`src/rtl/project_activator.sv`:
```
// Wishbone-controlled project selector: break-before-make switchover of the
// per-project active enables, with a reset pulse to the newly selected project.
module project_activator #(
    parameter int          NUM_PROJECTS  = 3,
    parameter logic [31:0] BASE_ADDR     = 32'h3000_0000,
    parameter int          GUARD_DEFAULT = 16,
    parameter int          RST_CYCLES    = 4
) (
    input  logic                    wb_clk_i,
    input  logic                    wb_rst_i,
    input  logic                    wbs_stb_i,
    input  logic                    wbs_cyc_i,
    input  logic                    wbs_we_i,
    input  logic [3:0]              wbs_sel_i,
    input  logic [31:0]             wbs_dat_i,
    input  logic [31:0]             wbs_adr_i,
    output logic                    wbs_ack_o,
    output logic [31:0]             wbs_dat_o,
    input  logic                    la_override,
    input  logic [31:0]             la_active,
    output logic [NUM_PROJECTS-1:0] active,
    output logic                    proj_rst
);

    typedef enum logic [1:0] {IDLE, DRAIN, RESET, RUN} state_t;

    state_t                  state, state_next;
    logic [7:0]              cur_idx, target, idx_next;
    logic                    en, err;
    logic [15:0]             guard, cnt;
    logic                    hit, req, ctrl_wr, start, cnt_done, tgt_ok;
    logic [31:0]             rd_data;
    logic [NUM_PROJECTS-1:0] active_d;
    logic                    proj_rst_d;
    logic                    unused_bits;

    assign unused_bits = ^{wbs_sel_i, wbs_adr_i[1:0], wbs_dat_i, la_active};

    assign hit      = (wbs_adr_i[31:4] == BASE_ADDR[31:4]);
    assign req      = wbs_stb_i & wbs_cyc_i & hit & ~wbs_ack_o;
    assign ctrl_wr  = req & wbs_we_i & (wbs_adr_i[3:2] == 2'd0);
    assign start    = ctrl_wr & ((state == IDLE) || (state == RUN));
    assign cnt_done = (cnt <= 16'd1);
    assign tgt_ok   = en && (target < 8'(NUM_PROJECTS));

    always_ff @(posedge wb_clk_i or posedge wb_rst_i) begin
        if (wb_rst_i) state <= IDLE;
        else          state <= state_next;
    end

    always_comb begin
        state_next = state;
        case (state)
            IDLE, RUN: if (start) state_next = DRAIN;
            DRAIN:     if (cnt_done) state_next = tgt_ok ? RESET : IDLE;
            RESET:     if (cnt_done) state_next = RUN;
            default:   state_next = IDLE;
        endcase
    end

    // Index that will be current after this edge, so the registered enables
    // line up with the state they belong to.
    always_comb begin
        idx_next   = (state == DRAIN && state_next == RESET) ? target : cur_idx;
        active_d   = '0;
        proj_rst_d = 1'b0;
        if (state_next == RESET || state_next == RUN)
            active_d = NUM_PROJECTS'(1) << idx_next;
        if (state_next == RESET)
            proj_rst_d = 1'b1;
        if (la_override) begin
            active_d   = la_active[NUM_PROJECTS-1:0];
            proj_rst_d = 1'b0;
        end
    end

    always_ff @(posedge wb_clk_i or posedge wb_rst_i) begin
        if (wb_rst_i) begin
            active   <= '0;
            proj_rst <= 1'b0;
        end else begin
            active   <= active_d;
            proj_rst <= proj_rst_d;
        end
    end

    // Guard count is latched on DRAIN entry; later GUARD writes affect the next switch.
    always_ff @(posedge wb_clk_i or posedge wb_rst_i) begin
        if (wb_rst_i) begin
            cur_idx <= '0;
            target  <= '0;
            en      <= 1'b0;
            err     <= 1'b0;
            guard   <= 16'(GUARD_DEFAULT);
            cnt     <= '0;
        end else begin
            if (start) begin
                target <= wbs_dat_i[7:0];
                en     <= wbs_dat_i[31];
                cnt    <= (guard == 16'd0) ? 16'd1 : guard;
            end else if (state == DRAIN && cnt_done) begin
                if (tgt_ok) begin
                    cur_idx <= target;
                    cnt     <= 16'(RST_CYCLES);
                end
            end else if ((state == DRAIN || state == RESET) && !cnt_done) begin
                cnt <= cnt - 16'd1;
            end

            if (ctrl_wr && !start)
                err <= 1'b1;
            else if (req && wbs_we_i && wbs_adr_i[3:2] == 2'd1 && wbs_dat_i[10])
                err <= 1'b0;

            if (req && wbs_we_i && wbs_adr_i[3:2] == 2'd2)
                guard <= wbs_dat_i[15:0];
        end
    end

    always_comb begin
        rd_data = '0;
        case (wbs_adr_i[3:2])
            2'd0: rd_data = {en, 23'd0, target};
            2'd1: rd_data = {21'd0, err, (state == RESET || state == RUN),
                             (state == DRAIN || state == RESET), cur_idx};
            2'd2: rd_data = {16'd0, guard};
            2'd3: rd_data = {16'h5041, 8'd0, 8'(NUM_PROJECTS)};
            default: rd_data = '0;
        endcase
    end

    always_ff @(posedge wb_clk_i or posedge wb_rst_i) begin
        if (wb_rst_i) begin
            wbs_ack_o <= 1'b0;
            wbs_dat_o <= '0;
        end else begin
            wbs_ack_o <= req;
            wbs_dat_o <= (req && !wbs_we_i) ? rd_data : '0;
        end
    end

endmodule
```
`config.mk`:
```
export PLATFORM = sky130hd
export DESIGN_NAME = project_activator
export DESIGN_NICKNAME = d
export VERILOG_FILES = /design/src/rtl/project_activator.sv
export SDC_FILE = /design/constraint.sdc
export NUM_CORES = 1
export LEC_CHECK = 0
export ABC_AREA = 1
export CORE_UTILIZATION = 30
export DETAILED_ROUTE_END_ITERATION = 10
export SYNTH_ARGS = -nofsm -noshare
export SYNTH_HDL_FRONTEND = slang
export SYNTH_SLANG_ARGS = --single-unit
```
`constraint.sdc`:
```
create_clock -name wb_clk_i -period 5.6 [get_ports wb_clk_i]
set_input_delay 1.68 -clock wb_clk_i [delete_from_list [all_inputs] [get_ports wb_clk_i]]
set_output_delay 1.68 -clock wb_clk_i [all_outputs]
set_load 0.01 [all_outputs]
```
-- Word-level counts from Yosys, hierarchy flattened
Index checks and enable logic that the tools add are counted.
- output and inout port bits: 37
- bits of input ports: 106
- word-level logic and storage cells: 77
- flip-flop bits (word level): 89
- shift operators: 1
- multiplexer cells: 19
- reduce and logical (&&, ||, !) cells: 25
- magnitude comparators: 2
- bitwise logic cells: 8
- add/subtract/negate cells: 1
- equal/unequal tests: 10
- operator list (operator ; number):
    $pmux 32 s4 ; 1
    $mux 16 ; 5
    $mux 32 ; 1
    $eq 28x26->1 const B ; 1
    $le 16x1->1 const B ; 1
    $logic_not 16->1 ; 1
    $sub 16x1->16 const B ; 1
    $eq 2x2->1 const B ; 6
    $logic_and 1x1->1 ; 10
    $lt 8x2->1 const B ; 1
    $mux 2 ; 4
    $mux 8 ; 1
    $shl 1x8->3 const A ; 1
    $and 1x1->1 ; 6
    $mux 3 ; 2
    $pmux 2 s3 ; 1
    $eq 2x1->1 const B ; 2
    $logic_not 2->1 ; 2
    $logic_or 1x1->1 ; 4
    $mux 1 ; 4
    $logic_not 1->1 ; 3
    $ne 3x3->1 const B ; 1
    $reduce_and 3->1 ; 1
    $reduce_bool 3->1 ; 1
    other kinds (4) ; 5

-- Depth between registers and ports, before layout
Gate-level depths: netlist of run 1.
- depth after elaboration: 14
- depth in mapped cells: 16
- gate-level depth less buffers: 16

-- Least setup slack after synthesis of run 1
OpenSTA, ideal clock, no wires.
- path type: input to register
- start point: input port wbs_adr_i[12]
- end point: register cnt[15]
- required time: 5.479 ns
- stages: 13
- data arrival time: 2.922 ns
- setup slack: 2.557 ns
- buffers on the path: 1
- library setup time: 0.121 ns
- cells stage by stage: nor2_1 > nand2_1 > nor2_1 > nand2_2 > nor2_4 > nand4_4 > nand2_4 > inv_2 > buf_6 > nand2_1 > o211ai_1 > a22oi_1 > inv_1
- cells in the longest elaborated chain, start to end: 8
- elaborated cells on any way between the ends: 10
- those cells by class: 2 x eq/ne; 1 x mux; 5 x bitwise; 2 x reduce/logical
- RTL lines (item ; RTL line ; text):
    from (decl) ; 16 ; input logic [31:0] wbs_adr_i,
    $eq 28x26->1 * ; 39 ; assign hit = (wbs_adr_i[31:4] == BASE_ADDR[31:4]);
    $and 1x1->1 * (2 in series) ; 40 ; assign req = wbs_stb_i & wbs_cyc_i & hit & ~wbs_ack_o;
    via req ; 31 ; logic hit, req, ctrl_wr, start, cnt_done, tgt_ok;
    $and 1x1->1 * (2 in series) ; 41 ; assign ctrl_wr = req & wbs_we_i & (wbs_adr_i[3:2] == 2'd0);
    $and 1x1->1 * ; 42 ; assign start = ctrl_wr & ((state == IDLE) || (state == RUN));
    $ne 3x3->1 (no source line) or $reduce_bool 3->1 (tied branches) ; n/a ;
    $reduce_and 2->1 (no source line) ; n/a ;
    to (signal assigned) ; 100 ; cnt <= (guard == 16'd0) ? 16'd1 : guard;
    to (signal assigned) ; 104 ; cnt <= 16'(RST_CYCLES);
    to (signal assigned) ; 107 ; cnt <= cnt - 16'd1;
    to (decl) ; 30 ; logic [15:0] guard, cnt;
Mark *: on every way through the listed nets, which the timed path passes. The rest lies on a longest branch.
A chain may end at the register's enable or synchronous reset.

-- Worst setup path after layout of run 1
Same ends and word-level chain as after synthesis.

==> results of run 1 <==
==> power by group <==
| part | switching [mW] | internal (mW) | total [mW] |
|---|---|---|---|
| Sequential | 0.000299 | 0.543 | 0.543 |
| Combinational | 0.0378 | 0.0429 | 0.0807 |
| Clock | 0.219 | 0.401 | 0.620 |
| Total | 0.257 | 0.987 | 1.24 |
==> per-layer routing <==
layer  track usage, %  vias to the layer above  part of all wire [%]
met5                0                        -                     0
met1             19.6                     1715                    45
met3             3.44                        8                   4.9
met4             6.01                        0                  0.98
li1                 -                     1755                     -
met2             26.3                       93                    49
==> registers in the layout, indices dropped and copies added (netlist names) <==
| signal | count |
|---|---|
| en | 1 |
| wbs_ack_o | 1 |
| err | 1 |
| wbs_dat_o | 18 |
| cur_idx | 8 |
| active | 3 |
| guard | 16 |
| cnt | 16 |
| state | 2 |
| proj_rst | 1 |
| target | 8 |
==> layout make-up <==
class / instances / area (um2) / area share [%]
Clock inverter: 5 / 77.6 / 1.46
Multi-Input combinational cell: 354 / 1830 / 34.5
Timing Repair Buffer: 87 / 856 / 16.1
Sequential cell: 75 / 1880 / 35.4
Tap cell: 176 / 220 / 4.15
Inverter: 54 / 203 / 3.82
Clock buffer: 11 / 243 / 4.57
==> cells by family after synthesis <==
family	synth area share [%]
other	0.0929
AOI/OAI and AO/OA	10.7
muxes	2.23
and+or+nand+nor	28.5
DFF	46.5
adders and majority gates	1.55
xor gates and xnor gates	1.30
buffers and inverters	9.02
==> layout by cell type, fill, tap and decap left out, types with 2 or more instances in the layout <==
cell type,Yosys,routed
nor3b_1,2,2
o211ai_1,2,2
clkinv_2,0,2
xor2_1,2,2
a22oi_1,3,3
nor3_1,11,11
a21oi_1,14,14
nor2_4,3,3
nand4_1,4,4
dfrtp_1,74,74
a31oi_1,8,8
a22o_1,4,4
inv_2,4,5
a221oi_1,2,2
clkdlybuf4s50_1,0,81
mux2_2,4,4
clkbuf_16,0,9
inv_1,50,49
xnor2_1,4,4
nor4_1,6,6
o21ai_1,3,3
nand3b_1,3,3
conb_1,1,11
buf_4,15,6
nor2_2,2,2
nand3_1,21,21
mux2_1,4,4
ha_1,5,5
bufinv_16,0,2
nor3_2,2,2
nand2_4,3,3
and2_1,2,2
nand2_2,6,6
nor2_1,67,67
nand2_1,112,112
o21ai_0,35,35
==> worst max-delay path by stage <==
| stage | startpoint | endpoint | depth (start not counted) |
|---|---|---|---|
| 2_1_floorplan | wb_rst_i | active[0] | 1 |
| 3_3_place_gp | wbs_adr_i[12] | cnt[15] | 15 |
| 3_5_place_dp | wbs_cyc_i | cnt[15] | 16 |
| 4_1_cts | wbs_adr_i[12] | cnt[15] | 15 |
| 5_1_grt | wbs_adr_i[12] | cnt[15] | 15 |
| 6_report | wbs_adr_i[12] | cnt[15] | 15 |
==> tightest hold or removal path, cell delays in order (launching register included) <==
cell and delay [ns]:
dfrtp_1 0.35, a22oi_1 0.07, inv_1 0.05
==> through the flow <==
stage	instance area, um2	cells	util (%)	worst slack [ns]	total power, mW
2_1_floorplan	4070	508	-	2.01	0.585
3_3_place_gp	4990	746	37.8	1.69	0.634
3_5_place_dp	4990	746	37.8	1.66	0.635
4_1_cts	5310	762	40.2	2.01	1.26
5_1_grt	5310	762	40.2	1.83	1.29
6_report	5310	762	40.2	2.03	1.24
==> key figures, run 1 <==
STA
  • Fmax achieved: 280 MHz
  • WHS: 0.496 ns
  • Slew Viols, Final: 0
  • Min cycle time layout: 3.57 ns
  • TNS Setup: 0 ns
  • Unrepaired setup endpoints after global routing: no
  • Final hold vios: 0
  • Max-slew headroom: 48.7%
  • Setup Skew: 0.00890 ns
  • Setup violations, final: 0
  • Post-route clock period utilization: 63.7%
  • Least-Margin Pin Slew: 0.767 ns

Cells and area
  • Ant diodes: 0
  • Layout cell share with drive strength beyond 1: 9.04%
  • Final net count: 692
  • P&R area growth vs syn: 31.5%
  • Fillers: 1,317

Clock network
  • Setup repair bufs after CTS: 0
  • Worst skew pair latency: 0.34 ns
  • TritonCTS clock tree: yes
  • Reg clk slew, reported paths: 0.05 ns
  • CTS root buf: clkbuf_16
  • Clk sinks: 75
  • Post-CTS Hold Fix Bufs: 0
  • Clk buf depth: 2
  • Post-cts sizing count: 0
  • Cts bufs inserted: 9
  • Htree depth: 3

Die
  • Core region area: 0.0132 mm2
  • Die Footprint: 0.0139 mm2
  • Die Y-Extent: 118 um
  • Die width: 118 um
  • Initial core utilization: 30.6%
  • Ports: 143
  • Row Count: 42

Min path
  • Hold path depth: 2
  • Hold endpoint: cnt[15]
  • Worst hold path class: reg2reg
  • HP Start: cnt[15]

Detailed routing
  • First-pass DRT Iterations: 4
  • DRC viols: 0
  • Final ANT Viol Nets: 0
  • Via count: 3,571
  • Initial DRC Count: 203
  • Drt wl/cell: 13.3 um
  • Final WL: 10.1 mm
  • Via density: 4.69

Synthesis
  • Yosys reg bits: 75
  • Area leader, netlist: dfrtp_1
  • Number of synthesized flops with an enable pin: 0
  • Synth cell count leaders: nand2_1 (112), dfrtp_1 (74), nor2_1 (67)
  • Area contributors post-synth: dfrtp_1 (46%), nand2_1 (10%), nor2_1 (6.2%), inv_1 (4.6%), o21ai_0 (4.3%)
  • Area share of the largest cell type after synthesis: 45.9%
  • Syn avg cell area: 8.11 um2
  • Cell variety after synth: 45
  • Ys Warns: 0
  • Main synth FF type: dfrtp_1
  • Count leader, synth: nand2_1
  • Asr flop ratio synth: 100%
  • Synthesized cell area: 0.00404 mm2
  • Syn Inst Count: 498
  • Post-synthesis sequential area ratio: 46.5%

Power
  • PwrDens: 234 mW/mm2
  • Leakage: 2.46 nW
  • Worst VDD drop: 146 uV

Worst setup path
  • Critical path buffers and inverters: 5
  • Worst Reg-to-Reg Cells: 11
  • R2R Setup Slk: 3.14 ns
  • Crit path arrival time: 3.84 ns
  • WP data required: 5.87 ns
  • Kind of critical path: in2reg
  • CP max stage cell: clkdlybuf4s50_1
  • CP delay by family, top: buffers and inverters
  • R2R Path Start: cnt[0]
  • Worst-path maximum fanout: 21
  • CP Launch Type: input pin
  • CP peak stage delay: 0.43 ns
  • Cell Chain, Critical Path: clkdlybuf4s50_1 -> nor2_1 -> nand2_1 -> nor2_1 -> nand2_2 -> nor2_4 -> nand4_4 -> buf_4 -> inv_2 -> nand2_1 -> inv_2 -> nand2_1 -> o21ai_0 -> a22oi_1 -> inv_1
  • R2r endpoint: cnt[10]
  • Most frequent CP cell: nand2_1
  • CP endpoint kind: flip-flop

Global routing
  • Number of global-route vias before repair: 3,579
  • First-pass GRT wire length: 17.3 mm
  • GRT Total Usage: 15.7%
  • Final global-route overflow total: 0
  • Largest net degree at the start of global routing: 34
  • Initial antenna violation count: 0

Run status
  • Outcome: complete, no violations

Placed design
  • Placer congestion estimate: 0.874
  • HPWL Detailed: 7.70 mm
  • PortBufs: 81

Flow run
  • Max cap viols: 0
(Power assumes the default switching activity.)
==> run 2, diff against run 1 <==
- clock period: 5.6 -> 3.42 ns (I/O delays scaled with it)
==> key figures, run 2 (synthesis results as in run 1) <==
Placed design
  • Placed Instance Area: 0.00502 mm2
  • HPWL Detailed: 7.76 mm
  • PortBufs: 81
  • DP Cell Count: 749
  • Placer congestion estimate: 0.857

Cells and area
  • Ant diodes: 0
  • Non-filler cells, final: 765
  • Largest Register: wbs_dat_o
  • Commonest non-fill, non-tap cell in the layout: nand2_1
  • P&R area growth vs syn: 33.0%
  • Final Core Density: 40.7%
  • Layout cell share with drive strength beyond 1: 9.51%
  • Max reg flops: 18
  • Most frequent cells in the layout: nand2_1 (112), clkdlybuf4s50_1 (81), dfrtp_1 (74)
  • Largest regs: wbs_dat_o: 18 flops, cnt: 16 flops, guard: 16 flops
  • Final net count: 695
  • Fillers: 1,299
  • Fin area: 0.00537 mm2

Clock network
  • Htree depth: 3
  • Clk buf depth: 2
  • Worst skew pair latency: 0.34 ns
  • TritonCTS clock tree: yes
  • Reg clk slew, reported paths: 0.05 ns
  • Cts bufs inserted: 9
  • CTS root buf: clkbuf_16
  • Post-CTS Hold Fix Bufs: 0
  • Clk sinks: 75
  • Post-cts sizing count: 0
  • Setup repair bufs after CTS: 0

Detailed routing
  • Initial DRC Count: 277
  • Final ANT Viol Nets: 0
  • Via density: 4.74
  • DRC viols: 0
  • Via count: 3,627
  • Drt wl/cell: 13.4 um
  • First-pass DRT Iterations: 5
  • Final WL: 10.3 mm

Global routing
  • Most used routing layer: met2
  • GR Util met3: 2.96%
  • Initial antenna violation count: 0
  • Met1 Use GR: 20.4%
  • Largest net degree at the start of global routing: 52
  • Number of global-route vias before repair: 3,556
  • First-pass GRT wire length: 17.3 mm
  • GRT Total Usage: 15.7%
  • Final global-route overflow total: 0
  • Met2 Usage GRT: 25.6%

Power
  • Clk pwr share: 51.5%
  • Total power: 2.11 mW
  • Combinational fraction of design power: 6.3%
  • Int Power: 1.69 mW
  • Seq pwr share: 42.2%
  • PwrDens: 393 mW/mm2
  • Leakage: 2.50 nW
  • NetSw: 0.418 mW
  • Worst VDD drop: 223 uV
  • Switching Fraction: 19.8%

STA
  • Final hold vios: 0
  • Least-Margin Pin Slew: 0.546 ns
  • Setup violations, final: 0
  • TNS Setup: 0 ns
  • Fmax achieved: 357 MHz
  • Unrepaired setup endpoints after global routing: no
  • Slew Viols, Final: 0
  • Setup Skew: 0.00471 ns
  • Post-route clock period utilization: 81.8%
  • Max-slew headroom: 63.6%
  • Min cycle time layout: 2.80 ns

Min path
  • Worst hold path class: reg2reg

Run status
  • Outcome: complete, no violations

Worst setup path
  • Kind of critical path: in2reg
  • CP endpoint kind: flip-flop
  • Crit path arrival time: 3.02 ns
  • WP data required: 3.64 ns
  • CP Launch Type: input pin
  • Worst-path maximum fanout: 12

Die
  • Die Y-Extent: 118 um
  • Row Count: 42
  • Die width: 118 um
  • Initial core utilization: 30.6%
  • Die Footprint: 0.0139 mm2
  • Ports: 143
  • Core region area: 0.0132 mm2

Flow run
  • Max cap viols: 0
==> run 2: cell types whose count changed in the layout (fill, tap and decap cells not counted), sizes merged <==
cell	before	now
buf	6	9
bufinv	2	3
clkinvlp	1	0
==> run 2: cell type report <==
class	count	area [um2]	share of cell area, %
multi-input cells	354	1830	34.1
flip-flops and latches	75	1880	35.0
well taps	176	220	4.10
inverters	54	203	3.78
clock buffers	11	243	4.52
clock inverters	5	100	1.87
repair buffers	90	891	16.6
==> run 2: per-layer routing <==
metal  vias up  wire length, um
li1       1772                -
met1      1707             4630
met2       129             4830
met3        19              600
met4         0              217
met5         -                0
==> run 2: metrics by stage <==
stage	setup slack (ns)	hold WS (ns)
2_1_floorplan	0.486	0.453
3_3_place_gp	0.292	0.474
3_5_place_dp	0.241	0.480
4_1_cts	0.605	0.499
5_1_grt	0.354	0.531
6_report	0.621	0.500
==> run 2: worst paths after layout <==
check                               start             to  slack (ns)  cells after the start
worst min-delay path            target[3]      target[3]        0.50                      2
max in group asynchronous        wb_rst_i      target[3]        1.69                      3
worst min register to register  target[3]      target[3]        0.50                      2
worst max-delay path            wbs_stb_i        cnt[15]        0.62                     13
worst max register to register     cnt[0]        cnt[15]        1.16                     12
min in group asynchronous        wb_rst_i  wbs_dat_o[10]        1.06                      2
==> run 2: worst max-delay path: stages <==
cell and delay [ns]:
clkdlybuf4s50_1 0.48, inv_1 0.04, nor2_1 0.08, nand2_1 0.07, nor2_2 0.09, nand2_2 0.09
nor2_4 0.15, nand4_4 0.20, nand2_2 0.26, buf_4 0.22, o211ai_1 0.10, a22oi_1 0.17
inv_1 0.05
==> run 2: power by group through the flow <==
stage / Combinational, mW / Clock (mW) / Sequential [mW]
final: 0.134 / 1.09 / 0.890
after global placement: 0.133 / 0 / 0.906
after CTS: 0.135 / 1.10 / 0.890
after floorplan: 0.0514 / 0 / 0.907
after global routing: 0.148 / 1.14 / 0.890
after detailed placement: 0.134 / 0 / 0.906
==> run 3, diff against run 2 <==
- clock period: 3.42 -> 2.25 ns (I/O delays scaled with it)
==> key figures, run 3 (synthesis results as in run 1) <==
Power
  • Leakage: 2.97 nW
  • PwrDens: 521 mW/mm2
  • Total power: 3.06 mW
  • Worst VDD drop: 379 uV

STA
  • TNS Setup: 0 ns
  • Worst Slack Setup Final: 0.131 ns
  • Fmax achieved: 472 MHz
  • Unrepaired setup endpoints after global routing: no
  • Slew Viols, Final: 0
  • Setup Skew: 0.00453 ns
  • Setup violations, final: 0
  • Final hold vios: 0
  • Post-route clock period utilization: 94.2%
  • Min cycle time layout: 2.12 ns

Die
  • Initial core utilization: 30.6%
  • Ports: 143
  • Die width: 118 um
  • Row Count: 42
  • Die Footprint: 0.0139 mm2
  • Core region area: 0.0132 mm2
  • Die Y-Extent: 118 um

Global routing
  • Final global-route overflow total: 0
  • Initial antenna violation count: 0
  • Largest net degree at the start of global routing: 22
  • First-pass GRT wire length: 18.2 mm
  • Number of global-route vias before repair: 3,878
  • GRT Total Usage: 16.6%

Clock network
  • Clk sinks: 75
  • Cts bufs inserted: 9
  • Post-CTS Hold Fix Bufs: 0
  • TritonCTS clock tree: yes
  • Clk buf depth: 2
  • Worst skew pair latency: 0.34 ns
  • Htree depth: 3
  • Reg clk slew, reported paths: 0.06 ns
  • CTS root buf: clkbuf_16

Placed design
  • DP Cell Count: 786
  • Placed Instance Area: 0.00533 mm2
  • PortBufs: 81
  • Placer congestion estimate: 0.899
  • Pre-CTS setup slack: -0.490 ns
  • HPWL Detailed: 8.48 mm

Detailed routing
  • Final ANT Viol Nets: 0
  • Via density: 4.67
  • Via count: 3,768
  • First-pass DRT Iterations: 5
  • Met3 wire length: 504 um
  • Drt wl/cell: 13.5 um
  • Initial DRC Count: 203
  • Final WL: 10.9 mm
  • Met1 WL: 4.80 mm
  • DRC viols: 0
  • Highest metal used: met4
  • Metal2 WL: 5.43 mm

Cells and area
  • Ant diodes: 0
  • Fin area: 0.00587 mm2
  • Largest Register: wbs_dat_o
  • Most frequent cells in the layout: nand2_1 (106), dfrtp_1 (74), nor2_1 (60)
  • Non-filler cells, final: 807
  • Final net count: 737
  • Max reg flops: 18
  • Largest regs: wbs_dat_o: 18 flops, cnt: 16 flops, guard: 16 flops
  • P&R area growth vs syn: 45.4%
  • Layout cell share with drive strength beyond 1: 18.9%
  • Commonest non-fill, non-tap cell in the layout: nand2_1

Worst setup path
  • Most frequent CP cell: inv_1
  • CP max stage cell: clkdlybuf4s50_1
  • Cell Chain, Critical Path: clkdlybuf4s50_1 -> inv_1 -> nand2_1 -> nor2_2 -> nand2_2 -> nor2_4 -> nand4_4 -> buf_12 -> nand2_4 -> buf_6 -> o211ai_1 -> a22oi_1 -> inv_1
  • CP Launch Type: input pin
  • CP peak stage delay: 0.41 ns
  • Kind of critical path: in2reg
  • Crit path arrival time: 2.34 ns
  • WP data required: 2.47 ns
  • Worst Reg-to-Reg Cells: 15
  • Worst-path maximum fanout: 6
  • CP endpoint kind: flip-flop

Flow run
  • Max cap viols: 0

Min path
  • Worst hold path class: reg2reg
  • Hold path depth: 2

Run status
  • Outcome: complete, no violations
run 3: changes by cell type in the layout (fill, tap and decap cells not counted), sizes merged:
cell           delta
bufinv            -2
clkinvlp          +2
dlymetal6s2s     +29
clkdlybuf4s50    -29
buf              +42
run 3: timing repair:
| action | in CTS | in global routing |
|---|---|---|
| endpoints found under the setup margin | 33 | 57 |
| resized for setup | 11 | 50 |
| setup buffers | 3 | 2 |
| pin swaps | 1 | 33 |
| cloned | 0 | 0 |
run 3: final timing paths:
path / slack [ns] / start / end
min in group asynchronous: 0.70 / wb_rst_i / wbs_dat_o[8]
setup / recovery: 0.13 / wbs_adr_i[16] / cnt[15]
max in group asynchronous: 1.03 / wb_rst_i / guard[4]
setup reg to reg: 0.18 / cnt[0] / active[0]
hold reg to reg: 0.48 / target[3] / target[3]
hold / removal: 0.48 / target[3] / target[3]
run 3: final cells by class:
cell class / instances / area [um2]
Clock inverter: 5 / 60.1
Inverter: 54 / 211
Sequential cell: 75 / 1880
Fill cell: 1287 / 7320
Clock buffer: 11 / 253
Tap cell: 176 / 220
Timing Repair Buffer: 132 / 1330
Multi-Input combinational cell: 354 / 1910
run 3: critical path: cells and delay by family:
| kind | cells | cell delay (ns) |
|---|---|---|
| simple gates | 6 | 0.58 |
| compound gates | 2 | 0.26 |
| buf+inv | 5 | 0.83 |
run 3: stage by stage:
| step | hold WS, ns | utilization, % |
|---|---|---|
| 2_1_floorplan | 0.453 | - |
| 3_3_place_gp | 0.474 | 40.4 |
| 3_5_place_dp | 0.477 | 40.4 |
| 4_1_cts | 0.488 | 43.3 |
| 5_1_grt | 0.522 | 44.5 |
| 6_report | 0.483 | 44.5 |
run 3: power breakdown:
| part | switching (mW) | internal (mW) | leakage (nW) |
|---|---|---|---|
| Clock | 0.568 | 0.923 | 0.152 |
| Sequential | 0.000561 | 1.35 | 1.01 |
| Combinational | 0.100 | 0.114 | 1.81 |
| Total | 0.669 | 2.39 | 2.97 |
run 3: layer usage:
layer	track usage [%]	vias to the layer above
li1	-	1852
met1	20.3	1789
met2	28.1	111
met3	3.39	16
met4	7.13	0
met5	0	-
